<file path="src/rtl/cvi_stream_rx_pkg.sv">
// Shared types for the clocked-video to Avalon-ST receiver.
// Latency: n/a (types and constants only).
// Backpressure: n/a.
package cvi_stream_rx_pkg;

    localparam int         RX_DATA_W      = 24;
    localparam int         CNT_W          = 12;
    localparam logic [3:0] HDR_TYPE_VIDEO = 4'h0;

    typedef enum logic [1:0] {
        ST_WAIT_SYNC = 2'd0,
        ST_IDLE      = 2'd1,
        ST_ACTIVE    = 2'd2,
        ST_DROP      = 2'd3
    } rx_state_t;

    typedef struct packed {
        logic [RX_DATA_W-1:0] data;
        logic                 sop;
        logic                 eop;
    } rx_entry_t;

endpackage

</file>
<file path="src/rtl/cvi_rx_fifo.sv">
// Show-ahead FIFO for the receiver output beats.
// Latency: 1 cycle push to rd_vld; head visible combinationally.
// Backpressure: push refused while full (even with a pop); no empty bypass.
module cvi_rx_fifo #(
    parameter int WIDTH = 26,
    parameter int DEPTH = 16
) (
    input  logic             clk,
    input  logic             reset_n,
    input  logic             wr_vld,
    input  logic [WIDTH-1:0] wr_dat,
    output logic             full,
    output logic             rd_vld,
    output logic [WIDTH-1:0] rd_dat,
    input  logic             rd_rdy
);

    localparam int AW = $clog2(DEPTH);

    logic [WIDTH-1:0] mem [DEPTH];
    logic [AW:0]      wr_ptr;
    logic [AW:0]      rd_ptr;
    logic             push;
    logic             pop;

    assign full   = (wr_ptr[AW] != rd_ptr[AW]) && (wr_ptr[AW-1:0] == rd_ptr[AW-1:0]);
    assign rd_vld = (wr_ptr != rd_ptr);
    assign push   = wr_vld && !full;
    assign pop    = rd_vld && rd_rdy;
    // Head reads as zero when empty so the stream outputs are clean out of reset.
    assign rd_dat = rd_vld ? mem[rd_ptr[AW-1:0]] : '0;

    always_ff @(posedge clk or negedge reset_n) begin
        if (!reset_n) begin
            wr_ptr <= '0;
            rd_ptr <= '0;
        end else begin
            if (push) wr_ptr <= wr_ptr + 1'b1;
            if (pop)  rd_ptr <= rd_ptr + 1'b1;
        end
    end

    always_ff @(posedge clk) begin
        if (push) mem[wr_ptr[AW-1:0]] <= wr_dat;
    end

endmodule

</file>
<file path="src/rtl/cvi_stream_rx.sv">
// Clocked video (vsync + datavalid) to Avalon-ST video packets with frame stats.
// Latency: header on first pixel, each pixel emitted one pixel later (hold register) plus 1 FIFO cycle.
// Backpressure: source_ready pops the FIFO; a write into a full FIFO drops the rest of the frame and flags overflow.
module cvi_stream_rx
    import cvi_stream_rx_pkg::*;
#(
    parameter int DATA_W     = 24,
    parameter int FIFO_DEPTH = 16
) (
    input  logic              clk,
    input  logic              reset_n,
    input  logic [DATA_W-1:0] vid_data,
    input  logic              vid_datavalid,
    input  logic              vid_v_sync,
    input  logic              vid_h_sync,
    output logic [DATA_W-1:0] source_data,
    output logic              source_valid,
    output logic              source_startofpacket,
    output logic              source_endofpacket,
    input  logic              source_ready,
    output logic              overflow,
    output logic [15:0]       frame_count,
    output logic [11:0]       last_width,
    output logic [11:0]       last_height
);

    rx_state_t          state_q, state_d;
    logic               vs_q, dv_q;
    logic               vs_rise, dv_fall;
    logic [DATA_W-1:0]  hold_q;
    logic               pend_q;
    logic [CNT_W-1:0]   wcnt_q, lcnt_q, wcnt_nx, lcnt_nx;
    logic               wdone_q;
    logic               push_vld, fifo_full;
    rx_entry_t          push_ent, head_ent;
    logic               hold_ld, cnt_clr, frame_done, ovf_set, pend_set, pend_clr;
    logic               unused_h_sync;

    assign unused_h_sync = vid_h_sync;
    assign vs_rise       = vid_v_sync && !vs_q;
    assign dv_fall       = dv_q && !vid_datavalid;

    // Width stops at the first line end; a pixel coinciding with vsync is never counted.
    assign wcnt_nx = (vid_datavalid && !vs_rise && !wdone_q && wcnt_q != '1) ? wcnt_q + 1'b1 : wcnt_q;
    assign lcnt_nx = (dv_fall && lcnt_q != '1) ? lcnt_q + 1'b1 : lcnt_q;

    always_comb begin
        state_d    = state_q;
        push_vld   = 1'b0;
        push_ent   = '0;
        hold_ld    = 1'b0;
        cnt_clr    = 1'b0;
        frame_done = 1'b0;
        ovf_set    = 1'b0;
        pend_set   = 1'b0;
        pend_clr   = 1'b0;
        case (state_q)
            ST_WAIT_SYNC: if (vs_rise) state_d = ST_IDLE;
            ST_IDLE: if (vid_datavalid && !vs_rise) begin
                push_vld      = 1'b1;
                push_ent.data = {{(DATA_W-4){1'b0}}, HDR_TYPE_VIDEO};
                push_ent.sop  = 1'b1;
                if (fifo_full) begin
                    ovf_set  = 1'b1;
                    pend_set = 1'b1;
                    state_d  = ST_DROP;
                end else begin
                    hold_ld = 1'b1;
                    cnt_clr = 1'b1;
                    state_d = ST_ACTIVE;
                end
            end
            ST_ACTIVE: if (vs_rise) begin
                push_vld      = 1'b1;
                push_ent.data = hold_q;
                push_ent.eop  = 1'b1;
                if (fifo_full) begin
                    ovf_set  = 1'b1;
                    pend_set = 1'b1;
                    state_d  = ST_DROP;
                end else begin
                    frame_done = 1'b1;
                    state_d    = ST_IDLE;
                end
            end else if (vid_datavalid) begin
                push_vld      = 1'b1;
                push_ent.data = hold_q;
                if (fifo_full) begin
                    ovf_set  = 1'b1;
                    pend_set = 1'b1;
                    state_d  = ST_DROP;
                end else begin
                    hold_ld = 1'b1;
                end
            end
            ST_DROP: if (pend_q && !fifo_full) begin
                push_vld      = 1'b1;
                push_ent.data = hold_q;
                push_ent.eop  = 1'b1;
                pend_clr      = 1'b1;
            end else if (!pend_q && vs_rise) begin
                state_d = ST_IDLE;
            end
            default: state_d = ST_WAIT_SYNC;
        endcase
    end

    always_ff @(posedge clk or negedge reset_n) begin
        if (!reset_n) begin
            state_q     <= ST_WAIT_SYNC;
            vs_q        <= 1'b0;
            dv_q        <= 1'b0;
            hold_q      <= '0;
            pend_q      <= 1'b0;
            wcnt_q      <= '0;
            lcnt_q      <= '0;
            wdone_q     <= 1'b0;
            overflow    <= 1'b0;
            frame_count <= '0;
            last_width  <= '0;
            last_height <= '0;
        end else begin
            state_q <= state_d;
            vs_q    <= vid_v_sync;
            dv_q    <= vid_datavalid;
            if (hold_ld) hold_q <= vid_data;
            if (ovf_set) overflow <= 1'b1;
            if (pend_set)      pend_q <= 1'b1;
            else if (pend_clr) pend_q <= 1'b0;
            // The pixel that opens the packet counts as the first pixel of the first line.
            if (cnt_clr) begin
                wcnt_q  <= CNT_W'(1);
                lcnt_q  <= '0;
                wdone_q <= 1'b0;
            end else if (state_q == ST_ACTIVE) begin
                wcnt_q <= wcnt_nx;
                lcnt_q <= lcnt_nx;
                if (dv_fall) wdone_q <= 1'b1;
            end
            if (frame_done) begin
                frame_count <= frame_count + 16'd1;
                last_width  <= wcnt_nx;
                last_height <= lcnt_nx;
            end
        end
    end

    cvi_rx_fifo #(
        .WIDTH ($bits(rx_entry_t)),
        .DEPTH (FIFO_DEPTH)
    ) u_fifo (
        .clk     (clk),
        .reset_n (reset_n),
        .wr_vld  (push_vld),
        .wr_dat  (push_ent),
        .full    (fifo_full),
        .rd_vld  (source_valid),
        .rd_dat  (head_ent),
        .rd_rdy  (source_ready)
    );

    assign source_data          = head_ent.data;
    assign source_startofpacket = head_ent.sop;
    assign source_endofpacket   = head_ent.eop;

endmodule

</file>
<file path="config.mk">
export PLATFORM = sky130hd
export DESIGN_NAME = cvi_stream_rx
export DESIGN_NICKNAME = d
export VERILOG_FILES = /design/src/rtl/cvi_stream_rx_pkg.sv /design/src/rtl/cvi_rx_fifo.sv /design/src/rtl/cvi_stream_rx.sv
export SDC_FILE = /design/constraint.sdc
export NUM_CORES = 1
export LEC_CHECK = 0
export ABC_AREA = 0
export BUFFER_PORTS_ARGS = -buffer_cell sky130_fd_sc_hd__buf_4
export CORE_MARGIN = 2
export CORE_UTILIZATION = 60
export CTS_BUF_LIST = sky130_fd_sc_hd__clkbuf_8
export DETAILED_ROUTE_END_ITERATION = 8
export GPL_TIMING_DRIVEN = 0
export PLACE_DENSITY = 0.78
export SYNTH_ARGS = -nofsm -noshare
export SYNTH_HDL_FRONTEND = slang
export SYNTH_SLANG_ARGS = --single-unit
</file>
<file path="constraint.sdc">
create_clock -name clk -period 4.35 [get_ports clk]
set_clock_uncertainty 0.1 [all_clocks]
set_input_delay 0.435 -clock clk [delete_from_list [all_inputs] [get_ports clk]]
set_output_delay 0.435 -clock clk [all_outputs]
set_load 0.02 [all_outputs]
</file>
==> run metrics <==
status=complete, no violations; placed cell count=approximately 1800; number of global-route vias before repair=12200; syn_area_per_cell=around 18 um2; sequential fraction of the synthesis area=0.706; RSZ-0062 raised after global routing=no; clock sinks=521; worst-margin pin slew=1.04 ns; Syn. warnings=0; Syn Inst Count=~1200; Setup CP Type=reg -> out; Ports=a little under 100; Resized cells post-CTS=0; DRC violations left=0; footprint of the multi-input gates=6010 um2; Achievable Freq=253 MHz; FF+latch count, synth=521; number of setup buffers added after CTS=0; filler instances=2218; Register Area=15100 um2; Post-Layout Cell Count=1959; 1st-pass router iterations=5; port bufs=96; Post-synth EDFFs=416; adder-cell share of the synthesized area=0.00701; diode count=0; most frequent cells in the layout=416 x edfxtp_1, 109 x buf_4, 105 x dfrtp_1, 104 x mux4_2, 88 x clkbuf_8; total power=15100 uW; largest net degree at the start of global routing=106; crit-path max FO=10; Post-synth top flop=edfxtp_1; simple-gate portion of the synthesized area=0.0673; Final nets=1476; required time of the critical path=3.82 ns; first-pass GRT wire length=approximately 72 mm; wire per inst=roughly 24 um; total CTS buffers=81; Antenna Violating Nets Remaining=0; Pleak=around 0.009 uW; Hold/Removal Path Class=in -> reg; CTS Hold Bufs=26; Period Utilization, post-route=0.910; delay-heaviest family, CP=buffers and inverters; syn_nets=~1200; Total Die Area=37200 um2; CTS tree=done; commonest non-fill, non-tap cell in the layout=edfxtp_1; main combinational cell family by area after synthesis=multiplexers; vias=between 10000 and 15000; Skew-Pair Late Insertion Delay=0.61 ns; RePlAce Congestion=0.847; gr usage total=0.267; CP Capture Type=output port; CP Launch Type=flip-flop; H-Tree Depth=3; crit path cell chain=buf_2 > buf_2 > buf_2 > clkbuf_1 > a211oi_1 > a211oi_1 > buf_4; async set-reset flop share out of synthesis=0.202; max-slew violation count=0; slowest CP cell=clkbuf_1; Crit path top cell by count=buf_2; hold slack=0.111 ns; grt total ovfl=0; critical path data arrival time=3.42 ns; Area Overhead vs Synth=16.5%; Slew HR=0.303; DR vias/cell=6.17; die width=approximately 190 um; mux cell area share after synthesis=0.139; Final Setup Violations=0; Max Root-Sink Buffers=3; number of cell rows=69; initial drt markers=1351; Worst Path Buf+Inv=5; crit-path max cell delay=0.66 ns; height of the die=193 um; Initial Util=0.605; fraction of layout cells with a size suffix above 1=0.284; PwrDens=606 nW/um2; CTS clk-pin slew, worst paths=0.07 ns; maxcap violations=0; post-synthesis compound-gate area fraction=0.0364; Mapped Area=21400 um2; antenna violations before repair=0; Synth Area in XOR/XNOR=0.0265; clock root buffer master=clkbuf_8; CORE AREA=35400 um2; Unique masters post-synth=62; Worst VDD drop=469 uV; HPWL Detailed=30.0 mm; post-layout min period=3.96 ns; Final Hold Fails=0; final WL=47.7 mm
per-stage QoR:
stage / setup TNS [ns] / instance area, um2 / setup slack [ns] / utilization
6_report: 0 / 25000 / 0.391 / 0.705
5_1_grt: 0 / 25000 / 0.288 / 0.705
4_1_cts: 0 / 24900 / 0.464 / 0.704
3_5_place_dp: 0 / 23200 / 0.694 / 0.655
3_3_place_gp: -274.83 / 22700 / -1.68 / 0.642
2_1_floorplan: 0 / 21400 / 0.456 / -
area by class of cell:
class | count | share of cell area
buffer | 67 | 0.0142
clock buffer | 88 | 0.0485
clock inverter | 59 | 0.0110
inverter | 10 | 0.00150
multi-input combinational | 608 | 0.241
sequential | 521 | 0.606
tap | 461 | 0.0231
timing repair buffer | 145 | 0.0552
synth_stat cells, drive strengths merged (2+ instances only):
library cell | n | area (um2)
edfxtp | 416 | 12500
dfrtp | 105 | 2630
mux4 | 104 | 2340
a211oi | 53 | 398
nand2 | 52 | 195
nor2 | 48 | 188
buf | 43 | 265
xnor2 | 38 | 340
nor2b | 29 | 181
and2 | 27 | 169
o21ai | 27 | 135
mux2 | 26 | 368
mux2i | 26 | 260
xor2 | 26 | 228
nand3 | 25 | 125
clkbuf | 24 | 90.1
nor3 | 19 | 111
nand4 | 16 | 100
a21oi | 12 | 60.1
ha | 12 | 150
inv | 10 | 37.5
nor4 | 9 | 68.8
and3 | 6 | 37.5
nor3b | 5 | 48.8
or3 | 5 | 36.3
a31oi | 4 | 25.0
nand2b | 4 | 25.0
nand3b | 4 | 42.5
nand4b | 4 | 35.0
and4 | 3 | 28.8
o31ai | 3 | 22.5
a2111o | 2 | 22.5
a21o | 2 | 15.0
o211ai | 2 | 15.0
or2 | 2 | 12.5
routing by layer:
metal	track usage	wire length (um)
met1	0.370	18900
met2	0.431	23500
met3	0.0501	3810
met4	0.0982	1510
met5	0	0
power by group:
group          internal, uW  total [uW]  switching, uW
Combinational          2290        5240           2950
Clock                  1930        3760           1830
Sequential             5900        6130            231
Total                 10100       15100           5010
registers in the layout (all words and copies together) (netlist names):
signal	count
u_fifo.mem	416
hold_q	24
frame_count	16
last_height	12
last_width	12
lcnt_q	12
wcnt_q	12
u_fifo.rd_ptr	5
u_fifo.wr_ptr	5
state_q	2
dv_q	1
overflow	1
pend_q	1
vs_q	1
wdone_q	1
cells by family (layout without fill, tap and decap cells):
| kind of cell | count (synthesis) | in the layout |
|---|---|---|
| AND/OR/NAND/NOR | 262 | 262 |
| XOR/XNOR | 64 | 64 |
| AO/OA/AOI/OAI | 114 | 114 |
| adder cells (fa/ha/maj) | 12 | 12 |
| buffers and inverters | 77 | 369 |
| flip-flops | 521 | 521 |
| multiplexers | 156 | 156 |
worst register-to-register path, delay by kind of cell (launching register included):
kind / cells / cell delay [ns]
AOI/OAI and AO/OA: 1 / 0.77
DFF: 1 / 0.40
and+or+nand+nor: 1 / 0.61
buffers and inverters: 4 / 1.43
adders and majority gates: 1 / 0.18
final timing paths:
path | slack (ns) | to | startpoint | cells after the start
worst max-delay path | 0.39 | source_data[11] | u_fifo.rd_ptr[1] | 7
max in group asynchronous | 3.27 | hold_q[7] | reset_n | 3
worst min-delay path | 0.11 | u_fifo.rd_ptr[0] | source_ready | 3
worst max register to register | 0.55 | u_fifo.mem[11][17] | state_q[0] | 7
worst min register to register | 0.38 | overflow | overflow | 1
min in group asynchronous | 0.17 | wcnt_q[10] | reset_n | 2
(Power assumes the default switching activity.)
